File: config.mk
export PLATFORM = sky130hd
export DESIGN_NAME = hlsm_batch_sequencer
export DESIGN_NICKNAME = d
export VERILOG_FILES = /design/src/rtl/hlsm_batch_sequencer.sv
export SDC_FILE = /design/constraint.sdc
export NUM_CORES = 1
export LEC_CHECK = 0
export BUFFER_PORTS_ARGS = -buffer_cell sky130_fd_sc_hd__buf_2
export CORE_MARGIN = 2
export CORE_UTILIZATION = 57
export DETAILED_ROUTE_END_ITERATION = 12
export PLACE_DENSITY = 0.76
export SYNTH_ARGS = -nofsm -noshare
export SYNTH_HDL_FRONTEND = slang
export SYNTH_SLANG_ARGS = --single-unit
File: constraint.sdc
create_clock -name clk_i -period 10.8 [get_ports clk_i]
set_input_delay 0 -clock clk_i [delete_from_list [all_inputs] [get_ports clk_i]]
set_output_delay 0 -clock clk_i [all_outputs]
set_load 0.03 [all_outputs]
File: src/rtl/hlsm_batch_sequencer.sv
// Batch sequencer: queues operand sets and runs one Start/Done kernel job per set, returning {z,x} in order.
// Optional watchdog on the kernel wait, enabled with `define HLSM_TIMEOUT_EN.
module hlsm_batch_sequencer #(
  parameter int unsigned DW        = 16,
  parameter int unsigned ZW        = 8,
  parameter int unsigned XW        = 16,
  parameter int unsigned DEPTH     = 4,
  parameter int unsigned TO_CYCLES = 64
) (
  input  logic          clk_i,
  input  logic          rst_i,
  input  logic          in_valid_i,
  output logic          in_ready_o,
  input  logic [DW-1:0] in_a_i,
  input  logic [DW-1:0] in_b_i,
  input  logic [DW-1:0] in_c_i,
  output logic          k_rst_o,
  output logic          k_start_o,
  output logic [DW-1:0] k_a_o,
  output logic [DW-1:0] k_b_o,
  output logic [DW-1:0] k_c_o,
  input  logic          k_done_i,
  input  logic [ZW-1:0] k_z_i,
  input  logic [XW-1:0] k_x_i,
  output logic          out_valid_o,
  input  logic          out_ready_i,
  output logic [ZW-1:0] out_z_o,
  output logic [XW-1:0] out_x_o,
  output logic          busy_o,
  output logic [15:0]   batch_cnt_o,
  output logic          timeout_err_o
);

  localparam int unsigned AW  = (DEPTH > 1) ? $clog2(DEPTH) : 1;
  localparam int unsigned CW  = $clog2(DEPTH + 1);
  localparam int unsigned EW  = 3 * DW;

  typedef enum logic [2:0] {
    S_IDLE, S_KRST, S_START, S_WAIT, S_HOLD
  } state_e;

  state_e          state_q;
  logic [EW-1:0]   mem_q [DEPTH];
  logic [AW-1:0]   wr_ptr_q, rd_ptr_q;
  logic [CW-1:0]   count_q, count_d;
  logic            full, push, pop;
  logic            k_rst_q, k_start_q, out_valid_q, busy_q;
  logic [DW-1:0]   k_a_q, k_b_q, k_c_q;
  logic [ZW-1:0]   out_z_q;
  logic [XW-1:0]   out_x_q;
  logic [15:0]     batch_cnt_q;

  assign full       = (count_q == CW'(DEPTH));
  assign in_ready_o = ~full & ~rst_i;
  assign push       = in_valid_i & in_ready_o;
  assign pop        = (state_q == S_IDLE) && (count_q != '0);

  always_comb begin
    count_d = count_q;
    case ({push, pop})
      2'b10:   count_d = count_q + CW'(1);
      2'b01:   count_d = count_q - CW'(1);
      default: count_d = count_q;
    endcase
  end

  // Operand FIFO; pointers wrap naturally since DEPTH is a power of 2
  always_ff @(posedge clk_i or posedge rst_i) begin
    if (rst_i) begin
      wr_ptr_q <= '0;
      rd_ptr_q <= '0;
      count_q  <= '0;
      for (int unsigned i = 0; i < DEPTH; i++) mem_q[i] <= '0;
    end else begin
      if (push) begin
        mem_q[wr_ptr_q] <= {in_a_i, in_b_i, in_c_i};
        wr_ptr_q        <= wr_ptr_q + AW'(1);
      end
      if (pop) rd_ptr_q <= rd_ptr_q + AW'(1);
      count_q <= count_d;
    end
  end

`ifdef HLSM_TIMEOUT_EN
  localparam int unsigned WDW = $clog2(TO_CYCLES + 1);
  logic [WDW-1:0] wd_q;
  logic           timeout_err_q;
`else
  logic unused_cfg;
  assign unused_cfg = ^32'(TO_CYCLES);
`endif

  // Job sequencing FSM with registered strobes and result capture
  always_ff @(posedge clk_i or posedge rst_i) begin
    if (rst_i) begin
      state_q     <= S_IDLE;
      k_rst_q     <= 1'b0;
      k_start_q   <= 1'b0;
      k_a_q       <= '0;
      k_b_q       <= '0;
      k_c_q       <= '0;
      out_valid_q <= 1'b0;
      out_z_q     <= '0;
      out_x_q     <= '0;
      busy_q      <= 1'b0;
      batch_cnt_q <= '0;
`ifdef HLSM_TIMEOUT_EN
      wd_q          <= '0;
      timeout_err_q <= 1'b0;
`endif
    end else begin
      k_rst_q   <= 1'b0;
      k_start_q <= 1'b0;
      case (state_q)
        S_IDLE: begin
          if (pop) begin
            {k_a_q, k_b_q, k_c_q} <= mem_q[rd_ptr_q];
            k_rst_q <= 1'b1;
            busy_q  <= 1'b1;
            state_q <= S_KRST;
          end
        end
        S_KRST: begin
          k_start_q <= 1'b1;
          state_q   <= S_START;
        end
        S_START: begin
`ifdef HLSM_TIMEOUT_EN
          wd_q <= '0;
`endif
          state_q <= S_WAIT;
        end
        S_WAIT: begin
          if (k_done_i) begin
            out_z_q     <= k_z_i;
            out_x_q     <= k_x_i;
            out_valid_q <= 1'b1;
            state_q     <= S_HOLD;
          end
`ifdef HLSM_TIMEOUT_EN
          // Abandon a hung kernel: reset it and return an all-zero result
          else if (wd_q == WDW'(TO_CYCLES - 1)) begin
            timeout_err_q <= 1'b1;
            k_rst_q       <= 1'b1;
            out_z_q       <= '0;
            out_x_q       <= '0;
            out_valid_q   <= 1'b1;
            state_q       <= S_HOLD;
          end else begin
            wd_q <= wd_q + WDW'(1);
          end
`endif
        end
        S_HOLD: begin
          if (out_ready_i) begin
            out_valid_q <= 1'b0;
            batch_cnt_q <= batch_cnt_q + 16'd1;
            busy_q      <= 1'b0;
            state_q     <= S_IDLE;
          end
        end
        default: state_q <= S_IDLE;
      endcase
    end
  end

  assign k_rst_o     = k_rst_q;
  assign k_start_o   = k_start_q;
  assign k_a_o       = k_a_q;
  assign k_b_o       = k_b_q;
  assign k_c_o       = k_c_q;
  assign out_valid_o = out_valid_q;
  assign out_z_o     = out_z_q;
  assign out_x_o     = out_x_q;
  assign busy_o      = busy_q;
  assign batch_cnt_o = batch_cnt_q;
`ifdef HLSM_TIMEOUT_EN
  assign timeout_err_o = timeout_err_q;
`else
  assign timeout_err_o = 1'b0;
`endif

endmodule
* Word level (Yosys, flattened, before mapping)
Cells that the tools add are included.
** Storage, ports and cells
- Memories kept :: 0
- Logic and storage cells :: 74
- Latch bits :: 0
- Register bits :: 294
- RAM bits :: 0
- Input port bits :: 77
- ROM bits :: 0
- Output and inout port bits :: 94
** Operators by class
- Equal/unequal tests :: 10
- Multiplexer cells :: 19
- Reduce and logical (&&, ||, !) cells :: 13
- Div/mod/pow operators :: 0
- $mul :: 0
- Magnitude comparators :: 3
- Bitwise logic cells :: 6
- Add/subtract/negate cells :: 5
- Shifts and indexed selects :: 0
** Operators with widths (number)
- $bwmux 192 :: 1
- $mux 48 :: 3
- $bmux 48 s2 :: 1
- $demux 48 s2 :: 1
- $add 16x1->16 const B :: 1
- $pmux 3 s5 :: 1
- $mux 3 :: 3
- $reduce_and 3->1 :: 3
- $eq 3x2->1 const B :: 2
- $eq 3x3->1 const B :: 2
- $ge 3x3->1 const B :: 2
- $mux 1 :: 6
- $ne 2x2->1 const B :: 3
- $not 2->3 :: 2
- $pmux 3 s2 :: 1
- $reduce_and 2->1 :: 3
- $reduce_bool 2->1 :: 3
- $add 2x1->2 const B :: 2
- $pmux 1 s2 :: 2
- $add 3x1->3 const B :: 1
- $eq 3x1->1 const B :: 1
- $logic_not 3->1 :: 1
- $lt 3x1->1 const B :: 1
- $reduce_bool 3->1 :: 1
- other kinds (6) :: 9

* Logic depth before layout (Yosys ltp)
Gate-level depths: netlist (run 1).
- Word-level depth :: 6
- Gate-level depth with buffers :: 11

* Worst setup path after synthesis (run 1)
No wires, ideal clock.
- Path kind :: flip-flop to flip-flop
- Start :: reg state_q[1]
- End :: reg count_q[2]
- Stages on the path, launching flop included :: 12
- Setup slack :: 8.375 ns
- Clock period less this slack :: 2.425 ns
- Required time :: 10.721 ns
- Buffers on the path :: 3
- Library setup time :: 0.079 ns
- Arrival time :: 2.346 ns
- Cells stage by stage :: dfrtp_1 > buf_2 > or4_1 > buf_2 > inv_2 > buf_2 > ha_1 > inv_1 > fa_1 > xor2_1 > nor2_1 > xor2_1
** On the way
- Longest elaborated chain between the ends :: 4
- Elaborated cells between the ends (all ways) :: 6
** Ends and longest elaborated chain
- from (decl) :: line 42 : state_e state_q;
- from (signal assigned) :: line 96 : state_q <= S_IDLE;
- from (signal assigned) :: line 120 : state_q <= S_KRST;
- from (signal assigned) :: line 125 : state_q <= S_START;
- $logic_not 3->1 * :: line 56 : assign pop = (state_q == S_IDLE) && (count_q != '0);
- $logic_and 1x1->1 * :: line 56
- named net pop :: line 46 : logic full, push, pop;
- $eq 2x1->1 or $eq 2x2->1 (tied branches) :: line 60 : case ({push, pop})
- $pmux 3 s2 or $reduce_bool 2->1 (tied branches)
- to (signal assigned) :: line 80 : count_q <= count_d;
- to (decl) :: line 45 : logic [CW-1:0] count_q, count_d;
The timed path passes the listed nets; every way through them passes the cells marked *.
A chain may end at the register's enable or synchronous reset.

* Final worst setup path (run 1)
- Start :: reg state_q[0]
- End :: reg count_q[2]
** On the way
- Longest elaborated chain between the ends :: 4
- Elaborated cells between the ends (all ways) :: 6
** Ends and longest elaborated chain (line)
- $logic_not 3->1 * :: 56
- $logic_and 1x1->1 * :: 56
- $eq 2x1->1 or $eq 2x2->1 (tied branches) :: 60
- $pmux 3 s2 or $reduce_bool 2->1 (tied branches)
Every way passes the cells marked *; elsewhere a longest branch is shown, timed or not.

==> results of run 1 <==
what timing repair did:
action | in CTS | in global routing
endpoints found under the setup margin | 0 | 0
resized for setup | 0 | 0
endpoints found under the hold margin | 363 | 0
hold buffers | 76 | 0
kinds of logic (layout without fill, tap and decap cells):
family | Yosys count | count (layout) | synth area share
buffers and inverters | 58 | 318 | 0.02771
XOR/XNOR | 21 | 21 | 0.01548
adder cells (fa/ha/maj) | 7 | 7 | 0.007687
AND/OR/NAND/NOR | 188 | 188 | 0.06483
multiplexers | 267 | 267 | 0.2866
AO/OA/AOI/OAI | 5 | 5 | 0.002630
flip-flops | 294 | 294 | 0.5947
other | 1 | 1 | 0.0003031
report_power, final:
group	internal, mW	switching [mW]	total (mW)
sequential	1.62	0.324	1.94
combinational	0.845	0.801	1.65
clock	0.624	0.414	1.04
cells in the final DEF, fill, tap and decap left out, drive strengths merged, types with 7 or more instances in the layout:
cell type    synthesis  layout
and3                 9       9
xnor2               14      14
mux2               218     218
xor2                 7       7
nand4                7       7
inv                 10      10
nand2              151     151
buf                 44     179
dlygate4sd3          0      76
dfrtp              294     294
clkbuf               4      47
mux4                48      48
cell type report:
class / count / area, sq um
timing repair buffer: 255 / 1682
multi-input combinational: 489 / 4677
sequential: 294 / 7362
fill: 1449 / 6048
inverter: 10 / 45.04
clock buffer: 47 / 915.9
tap: 275 / 344.1
clock inverter: 6 / 80.08
sequential cells by signal (all words and copies together), names as in the netlist:
| register | count |
|---|---|
| busy_o | 1 |
| out_z_o | 8 |
| out_valid_o | 1 |
| rd_ptr_q | 2 |
| wr_ptr_q | 2 |
| k_rst_o | 1 |
| state_q | 3 |
| k_b_o | 16 |
| k_start_o | 1 |
| count_q | 3 |
| mem_q | 192 |
| out_x_o | 16 |
| k_c_o | 16 |
| batch_cnt_o | 16 |
| k_a_o | 16 |
how the worst max path moves through the flow:
stage | start | to | slack, ns | cells after the start
global route | state_q[1] | count_q[2] | 6.90 | 9
CTS | state_q[0] | count_q[2] | 7.14 | 9
global placement | state_q[0] | count_q[2] | 7.27 | 9
floorplan | rst_i | batch_cnt_o[0] | 2.68 | 1
detailed placement | state_q[0] | count_q[2] | 7.15 | 9
finish | state_q[0] | count_q[2] | 7.11 | 9
per-stage QoR:
stage | setup WS, ns | cell area [sq um] | instances
2_1_floorplan | 2.681 | 12370 | 841
3_3_place_gp | 7.269 | 13350 | 1247
3_5_place_dp | 7.155 | 13350 | 1247
4_1_cts | 7.138 | 15110 | 1376
5_1_grt | 6.902 | 15110 | 1376
6_report | 7.110 | 15110 | 1376
worst max-delay path: stages (launching register included):
cell and delay, ns:
sky130_fd_sc_hd__dfrtp_1 0.43, sky130_fd_sc_hd__or4_2 1.23, sky130_fd_sc_hd__inv_2 0.15, sky130_fd_sc_hd__buf_4 0.55, sky130_fd_sc_hd__ha_1 0.31, sky130_fd_sc_hd__inv_1 0.07
sky130_fd_sc_hd__fa_1 0.40, sky130_fd_sc_hd__xor2_1 0.16, sky130_fd_sc_hd__nor2_1 0.13, sky130_fd_sc_hd__xor2_1 0.15
metal layers:
layer / up-vias / share of wire / wire, um / track usage
met5: - / 0 / 0 / 0
met2: 163 / 0.51 / 13060 / 0.3914
met4: 0 / 0.019 / 481 / 0.06168
met3: 41 / 0.043 / 1113 / 0.03645
li1: 3421 / - / - / -
met1: 3858 / 0.43 / 11020 / 0.3155
==> results.env, run 1 <==
STATUS='finished, final reports clean'
SYNTH.MOST_COMMON_CELL='sky130_fd_sc_hd__dfrtp_1'
SYNTH_NETS=925
SYNTH_SEQUENTIAL_AREA_RATIO=0.5947
POST_CTS_REPAIR_TIMING_SETUP_BUFFER_COUNT=0
CRIT_FANOUT=52
RSZ_0062_RAISED_AFTER_GLOBAL_ROUTING='no'
ANTENNA_VIOLATIONS_BEFORE_REPAIR=0
DRC=0
FINAL_NETS=1164
TIMING.CRITICAL_PATH.ARRIVAL_NS=4.16
CORE_REGION_AREA_SQ_UM=21150
PEAKVDDDROP_uV=227.0
WORST_REG2REG_SETUP_SLACK_NS=7.11
PORT-BUFFER-COUNT=169
CLOCK_TREE.BUFFER_DEPTH=3
CRITPATHREQUIREDTIME_NS=11.27
DETAIL-ROUTE-ANTENNA-NETS=0
CTS-BUFFERS-INSERTED=30
CP-START-KIND='flop'
TIMING.FMAX_MHz=271.0
ROUTE.VIAS.TOTAL=7483
AREA_DELTA_SYNTH_FINAL_PCT=22.11
WORST_R2R_PATH_DEPTH=9
GRT_USE_TOTAL=0.2312
YOSYS_TOP_CELL_AREA_SHARE=0.5947
FLOORPLAN.INITIALDENSITY=0.5848
MAX_SLEW_MARGIN=0.2584
FP-ROW-COUNT=53
SYNTH_WARNINGS=0
SYN-CELL-AREA_SQ_UM=12370
GRT_REMAINING_OVERFLOW=0
FLOORPLAN.DIE.HEIGHT_UM=151.3
HPWLAFTERDP_MM=14.61
CTS_SINKS=294
SHARE_OF_SYNTHESIZED_FLIP_FLOPS_WITH_AN_ASYNCHRONOUS_SET_OR_RESET=1.000
TIMING.FINAL.CRIT_PERIOD_NS=3.690
OVERALL_POWER_OF_THE_COMPLETED_LAYOUT_mW=4.628
PIN_COUNT=171
WORSTREG2REGEND='count_q[2]'
POST-ROUTE-PERIOD-UTIL=0.3417
CTS_MAX_LEVEL=1
CLK_PIN_SLEW_NS=0.06
NUMBER_OF_STANDARD_CELLS_AFTER_SYNTHESIS=841
YOSYSUNIQUECELLTYPES=34
DIE_AREA_SQ_UM=22900
CLOCK_TREE.ROOT_CELL='sky130_fd_sc_hd__clkbuf_16'
SETUP.WORST_PATH.END_CLASS='flop'
MIN-DELAY-PATH-CLASS='primary input to asynchronous set/reset pin'
GRT_PASS1_WL_MM=41.52
TIMING.HOLD.WS_NS=0.1737
MAX-CAP-VIOLATIONS=0
FIRST_PASS_ITERS=5
FINALHOLDVIOLCOUNT=0
SLEW_VIOLATIONS=0
LAYOUT_CELL_SHARE_WITH_DRIVE_STRENGTH_BEYOND_1=0.4569
SYNTHESIS.AREA_PER_INSTANCE_SQ_UM=14.71
WORSTMARGINPINSLEW_NS=1.112
ROUTEDWLPERCELL_UM=18.66
SYNTH_COMMONEST_CELLS='sky130_fd_sc_hd__dfrtp_1, sky130_fd_sc_hd__mux2_2, sky130_fd_sc_hd__nand2_1'
TIMING_WORST_SETUP_PATH_TYPE='flop to flop'
TIMING.SETUP.TNS_NS=0
SYNTHTOPCELLSBYAREA='sky130_fd_sc_hd__dfrtp_1, sky130_fd_sc_hd__mux2_2, sky130_fd_sc_hd__mux4_2'
WIRELENGTH_MM=25.68
GP_CONGESTION=0.7201
P_LEAK_nW=7.052
YOSYS.AREA.TOP_TYPE='sky130_fd_sc_hd__dfrtp_1'
INSERTEDDIODECOUNT=0
FINAL_UTIL=0.7141
R2R_PATH_START='state_q[0]'
SYNTH_EDF_COUNT=0
DETAIL_ROUTE.VIAS_PER_CELL=5.438
CTS_TREE='yes'
SYNTH_FF_TYPE='sky130_fd_sc_hd__dfrtp_1'
DIE_X_UM=151.3
GRT_MAX_DEGREE=143
DRTITER0DRC=329
FIRST_GLOBAL_VIAS=7870
SETUP_VIOLATIONS=0
POWER_DENSITY_nW_PER_UM2=306.4
SYNTH-SEQ-CELLS=294
CLK-INSERTION-DELAY-LATE_NS=0.54
SKEW_NS=0.01062
Power figures use the tool's default switching activity.
==> inputs of run 2 (changes only) <==
Clock period 10.8 ns to 3.85 ns, I/O delays scaled along.
==> results.env, run 2 (synthesized netlist as in run 1, its figures left out) <==
CP-START-KIND='flop'
CTS-BUFFERS-INSERTED=30
NFILLCELLS=1435
CRITPATHREQUIREDTIME_NS=4.31
ROUTEDWLPERCELL_UM=18.33
CLOCK_TREE.BUFFER_DEPTH=3
GRT_UTIL_MET3=0.03373
DETAIL_ROUTE.VIAS_PER_CELL=5.447
TIMING.SETUP.TNS_NS=0
GLOBAL_ROUTE_MET1_USAGE=0.3141
TOP_REGISTER_BY_NUMBER_OF_FLIP_FLOPS='mem_q'
SLEW_VIOLATIONS=0
PORT-BUFFER-COUNT=169
PEAKVDDDROP_uV=509.3
DIE_AREA_SQ_UM=22900
CTS_MAX_LEVEL=1
SETUP_VIOLATIONS=0
SKEW_NS=0.01277
POWER.SEQUENTIAL.FRACTION=0.427
FIRST_GLOBAL_VIAS=7965
LARGEST_REGISTER_FFS=192
FINAL_NETS=1167
CLK-INSERTION-DELAY-LATE_NS=0.54
SLOWEST_STAGE='sky130_fd_sc_hd__or4_2'
FLOORPLAN.INITIALDENSITY=0.5848
TIMING.FINAL.CRIT_PERIOD_NS=2.390
SWITCHING_FRACTION=0.3333
CRITICAL-PATH-MAX-STAGE-DELAY_NS=0.70
MOST_USED_CELLS_IN_THE_LAYOUT_EXCLUDING_FILL_AND_TAP_CELLS='sky130_fd_sc_hd__dfrtp_1, sky130_fd_sc_hd__mux2_2, sky130_fd_sc_hd__buf_2'
SEQUENCE_OF_CELLS_ON_THE_CRITICAL_PATH='or4_2 > inv_2 > ha_1 > inv_1 > fa_1 > xor2_1 > nor2_1 > xor2_1'
DRC=0
HPWLAFTERDP_MM=14.63
AREA_DELTA_SYNTH_FINAL_PCT=22.19
SETUP.WORST_PATH.END_CLASS='flop'
CTS_TREE='yes'
CRIT_FANOUT=8
WORSTMARGINPINSLEW_NS=1.021
P_SWITCHING_mW=4.274
DETAIL-ROUTE-ANTENNA-NETS=0
DP_AREA_SQ_UM=13420
TIMING.CRITICAL_PATH.MODE_CELL='sky130_fd_sc_hd__xor2_1'
GP_CONGESTION=0.7220
FP-ROW-COUNT=53
OVERALL_POWER_OF_THE_COMPLETED_LAYOUT_mW=12.82
STATUS='finished, final reports clean'
CELL_INTERNAL_PWR_mW=8.548
ANTENNA_VIOLATIONS_BEFORE_REPAIR=0
FLOORPLAN.DIE.HEIGHT_UM=151.3
CORE_REGION_AREA_SQ_UM=21150
PIN_COUNT=171
CLOCK_TREE.ROOT_CELL='sky130_fd_sc_hd__clkbuf_16'
FINAL_DESIGN_AREA_NO_FILL_SQ_UM=15120
CLOCK_POWER_SHARE=0.215
MAX-CAP-VIOLATIONS=0
ROUTE.VIAS.TOTAL=7512
COMB_POWER_SHARE=0.358
FINAL_UTIL=0.7146
FINALHOLDVIOLCOUNT=0
GRT_MAX_DEGREE=144
TIMING.CRITICAL_PATH.ARRIVAL_NS=2.85
CLK_PIN_SLEW_NS=0.06
POST-ROUTE-PERIOD-UTIL=0.6209
DIE_X_UM=151.3
WIRELENGTH_MM=25.27
INSERTEDDIODECOUNT=0
CTS_SINKS=294
FIRST_PASS_ITERS=4
MAX_SLEW_MARGIN=0.3195
RSZ_0062_RAISED_AFTER_GLOBAL_ROUTING='no'
TIMING_WORST_SETUP_PATH_TYPE='flop to flop'
LAYOUT_CELL_SHARE_WITH_DRIVE_STRENGTH_BEYOND_1=0.4556
GR_MET2_DEMAND_RESOURCE=0.3814
GRT_USE_TOTAL=0.2266
GRT.BUSIEST_LAYER='met2'
GRT_REMAINING_OVERFLOW=0
MIN-DELAY-PATH-CLASS='primary input to flop'
NUMBER_OF_INSTANCES_RESIZED_DURING_POST_CTS_REPAIR=0
GRT_PASS1_WL_MM=41.11
POWER_DENSITY_nW_PER_UM2=848.3
LAYOUT.CELLS.MOST_COMMON='sky130_fd_sc_hd__dfrtp_1'
TIMING.FMAX_MHz=418.3
DRTITER0DRC=277
P_LEAK_nW=7.036
==> run 2: cell types whose count changed in the layout (fill, tap and decap cells not counted), sizes merged <==
cell | before | now
inv | 10 | 9
buf | 179 | 182
clkinvlp | 0 | 3
clkbuf | 47 | 46
bufinv | 2 | 1
==> run 2: what timing repair did <==
action,in CTS,in global routing
hold buffers,76,0
hold endpoints to repair,517,0
buffers inserted,0,0
==> run 2: routing by layer <==
layer  up-vias  routed length [um]
met2       143               12990
met3        39                 884
met4         0                 452
met1      3899               10950
met5         -                   0
li1       3431                   -
==> run 2: stage by stage <==
step	instances	hold WS, ns	setup WS [ns]
2_1_floorplan	841	0.07847	-0.05313
3_3_place_gp	1250	0.2204	1.578
3_5_place_dp	1250	0.2239	1.495
4_1_cts	1379	0.2064	1.476
5_1_grt	1379	0.2194	1.361
6_report	1379	0.2262	1.460
==> run 2: worst paths after layout <==
kind                       slack (ns)          to        from  cells past startpoint
setup / recovery                 1.46  count_q[2]  state_q[1]                      8
hold / removal                   0.23  out_x_o[6]    k_x_i[6]                      3
setup reg to reg                 1.46  count_q[2]  state_q[1]                      8
hold reg to reg                  0.46   k_c_o[13]   k_c_o[13]                      2
max in group asynchronous        2.97  mem_q[123]       rst_i                      4
min in group asynchronous        0.24  count_q[1]       rst_i                      4
==> run 2: area by class of cell <==
| class | instances | area, sq um | share of cell area |
|---|---|---|---|
| tap | 275 | 344.1 | 0.02276 |
| timing repair buffer | 258 | 1754 | 0.1161 |
| sequential | 294 | 7362 | 0.4870 |
| inverter | 10 | 41.29 | 0.002732 |
| multi-input combinational | 489 | 4677 | 0.3094 |
| clock inverter | 7 | 65.06 | 0.004304 |
| clock buffer | 46 | 872.1 | 0.05769 |
==> run 2: critical path, delay by kind of cell, from the launching register on <==
kind                     cells  cell delay, ns
XOR/XNOR                     2            0.32
AND/OR/NAND/NOR              2            0.82
adder cells (fa/ha/maj)      2            0.56
buffers and inverters        2            0.15
flip-flops                   1            0.46
==> run 2: power by group through the flow <==
stage                     Combinational (mW)  Clock, mW  Sequential [mW]
after floorplan                         3.07          0             5.86
after global placement                  4.43          0             5.45
after detailed placement                4.56          0             5.52
after CTS                               4.64       2.82             5.48
after global routing                    4.97       2.95             5.68
final                                   4.60       2.75             5.47
==> inputs of run 3 (changes only) <==
Settings changed: ABC_AREA from default to 1, CORE_UTILIZATION 57 to 58, PLACE_DENSITY 0.76 to 0.77.
Clock period 3.85 ns to 2.2 ns, I/O delays scaled along.
==> results.env, run 3 <==
GRT_PASS1_WL_MM=62.69
WIRELENGTH_MM=38.77
DIE_X_UM=157.6
CTS_TREE='yes'
POWER.SEQUENTIAL.FRACTION=0.366
TIMING.FINAL.CRIT_PERIOD_NS=2.015
POST_CTS_REPAIR_TIMING_SETUP_BUFFER_COUNT=0
GP_CONGESTION=0.8030
ANTENNA_VIOLATIONS_BEFORE_REPAIR=2
DETAIL-ROUTE-ANTENNA-NETS=0
GRT_REMAINING_OVERFLOW=0
CLOCK_TREE.BUFFER_DEPTH=3
SETUP.WORST_PATH.END_CLASS='flop'
SYN-CELL-AREA_SQ_UM=13690
CLOCK_POWER_SHARE=0.211
SEQUENCE_OF_CELLS_ON_THE_CRITICAL_PATH='buf_4 > nor2_2 > buf_4 > nand3_1 > dlygate4sd3_1 > nand2_1'
FINALHOLDVIOLCOUNT=0
POWER_DENSITY_nW_PER_UM2=1459
FIRST_GLOBAL_VIAS=12451
MAX_SLEW_MARGIN=0.3084
WORSTMARGINPINSLEW_NS=1.037
CRITPATHREQUIREDTIME_NS=2.70
HPWLAFTERDP_MM=20.38
SKEW_NS=0.01365
CLOCK_TREE.ROOT_CELL='sky130_fd_sc_hd__clkbuf_16'
P_SWITCHING_mW=10.50
CLK-INSERTION-DELAY-LATE_NS=0.56
DRC=0
SYNTH_SEQUENTIAL_AREA_RATIO=0.5375
DETAIL_ROUTE.VIAS_PER_CELL=5.677
CTS_MAX_LEVEL=1
STATUS='finished, final reports clean'
SWITCHING_FRACTION=0.4306
CLK_PIN_SLEW_NS=0.06
SYNTHTOPCELLSBYAREA='sky130_fd_sc_hd__dfrtp_1, sky130_fd_sc_hd__nand2_1, sky130_fd_sc_hd__nand4_1'
POST-ROUTE-PERIOD-UTIL=0.9159
FP-ROW-COUNT=56
RSZ_0062_RAISED_AFTER_GLOBAL_ROUTING='no'
SYNTH_COMMONEST_CELLS='sky130_fd_sc_hd__nand2_1, sky130_fd_sc_hd__dfrtp_1, sky130_fd_sc_hd__nor2_1'
CELL_INTERNAL_PWR_mW=13.89
NUMBER_OF_STANDARD_CELLS_AFTER_SYNTHESIS=1714
TOP_REGISTER_BY_NUMBER_OF_FLIP_FLOPS='mem_q'
YOSYS.AREA.TOP_TYPE='sky130_fd_sc_hd__dfrtp_1'
TIMING.FMAX_MHz=496.3
CORE_REGION_AREA_SQ_UM=23330
FINAL_UTIL=0.7168
SYNTH.MOST_COMMON_CELL='sky130_fd_sc_hd__nand2_1'
FLOORPLAN.INITIALDENSITY=0.5866
MIN-DELAY-PATH-CLASS='primary input to asynchronous set/reset pin'
LARGEST_REGISTER_FFS=192
GRT_USE_TOTAL=0.3123
YOSYSUNIQUECELLTYPES=26
CRITICAL-PATH-MAX-STAGE-DELAY_NS=0.65
GRT_MAX_DEGREE=157
SYNTH-SEQ-CELLS=294
YOSYS_TOP_CELL_AREA_SHARE=0.5375
AREA_DELTA_SYNTH_FINAL_PCT=22.20
SYNTH_EDF_COUNT=0
FINAL_DESIGN_AREA_NO_FILL_SQ_UM=16720
LAYOUT.CELLS.MOST_COMMON='sky130_fd_sc_hd__nand2_1'
SYNTH_FF_TYPE='sky130_fd_sc_hd__dfrtp_1'
CRIT_FANOUT=24
DP_AREA_SQ_UM=14680
SYNTH_WARNINGS=0
LAYOUT_CELL_SHARE_WITH_DRIVE_STRENGTH_BEYOND_1=0.1405
SHARE_OF_SYNTHESIZED_FLIP_FLOPS_WITH_AN_ASYNCHRONOUS_SET_OR_RESET=1.000
PORT-BUFFER-COUNT=169
PIN_COUNT=171
COMB_POWER_SHARE=0.423
FLOORPLAN.DIE.HEIGHT_UM=157.6
CP-START-KIND='flop'
P_LEAK_nW=8.857
ROUTEDWLPERCELL_UM=17.13
DIE_AREA_SQ_UM=24840
ROUTE.VIAS.TOTAL=12853
FINAL_NETS=2003
SYNTHESIS.AREA_PER_INSTANCE_SQ_UM=7.985
FIRST_PASS_ITERS=5
DRTITER0DRC=1198
SLOWEST_STAGE='sky130_fd_sc_hd__dlygate4sd3_1'
CTS-BUFFERS-INSERTED=31
MOST_USED_CELLS_IN_THE_LAYOUT_EXCLUDING_FILL_AND_TAP_CELLS='sky130_fd_sc_hd__nand2_1, sky130_fd_sc_hd__dfrtp_1, sky130_fd_sc_hd__nor2_1'
NFILLCELLS=1771
TIMING.CRITICAL_PATH.ARRIVAL_NS=2.51
TIMING_WORST_SETUP_PATH_TYPE='flop to flop'
SYNTH_NETS=1798
TIMING.CRITICAL_PATH.MODE_CELL='sky130_fd_sc_hd__buf_4'
MAX-CAP-VIOLATIONS=0
CTS_SINKS=294
SLEW_VIOLATIONS=0
PEAKVDDDROP_uV=964.5
SETUP_VIOLATIONS=0
## run 3: power by group through the flow
| stage | clock (mW) | sequential (mW) | combinational (mW) |
|---|---|---|---|
| 2_1_floorplan | 0 | 9.90 | 5.99 |
| 3_3_place_gp | 0 | 8.85 | 9.62 |
| 3_5_place_dp | 0 | 8.93 | 9.86 |
| 4_1_cts | 5.20 | 8.88 | 10.1 |
| 5_1_grt | 5.43 | 9.18 | 11.5 |
| 6_report | 5.14 | 8.93 | 10.3 |
## run 3: logic make-up after synthesis
| logic type | count (synthesis) | synth area share |
|---|---|---|
| xor+xnor | 9 | 0.005759 |
| other cells | 1 | 0.0002740 |
| fa+ha+maj | 7 | 0.006948 |
| compound gates | 103 | 0.03794 |
| flops | 294 | 0.5375 |
| simple gates | 1138 | 0.3549 |
| buf+inv | 162 | 0.05668 |
## run 3: final cells by class
cell class	instances	area (sq um)	share of cell area
tap	319	399.1	0.02386
clock inverter	8	75.07	0.004489
sequential	294	7362	0.4402
inverter	27	105.1	0.006284
clock buffer	49	933.4	0.05581
multi-input combinational	1258	5579	0.3336
timing repair buffer	307	2266	0.1355
antenna	2	5.005	0.0002992
## run 3: repair_timing
action,CTS,global route
endpoints found under the setup margin,0,62
hold endpoints to repair,521,0
gates resized for setup,0,3
hold buffers,101,0
## run 3: worst paths after layout
kind                            start  slack [ns]     endpoint  cells past startpoint
max                        state_q[2]        0.19   out_z_o[4]                      6
min                             rst_i        0.05   mem_q[182]                      3
max reg2reg                state_q[2]        0.19   out_z_o[4]                      6
min reg2reg                mem_q[130]        0.47   mem_q[130]                      2
max in group asynchronous       rst_i        1.27  rd_ptr_q[1]                      4
min in group clk_i         in_c_i[13]        0.27    mem_q[61]                      4
## run 3: critical path: cells and delay by family (launching register included)
kind          cells  cell delay, ns
buf+inv           3            1.12
flops             1            0.38
simple gates      3            0.45
## run 3: metrics by stage
step	instances	hold slack [ns]	TNS [ns]	setup WS, ns	power, mW
detailed placement	2103	0.05178	0	0.1456	18.79
global route	2264	0.08118	0	0.06598	26.10
CTS	2261	0.02131	0	0.1173	24.22
finish	2264	0.05338	0	0.1851	24.40
floorplan	1714	0.1454	-500.72	-1.703	15.90
global placement	2103	0.05425	0	0.2212	18.47
## run 3: routing by layer
metal | up-vias | routed length (um) | GRT usage
met5 | - | 0 | 0
met4 | 0 | 1109 | 0.1061
met3 | 88 | 2923 | 0.04572
met2 | 596 | 18860 | 0.5244
met1 | 6159 | 15880 | 0.4194
li1 | 6010 | - | -
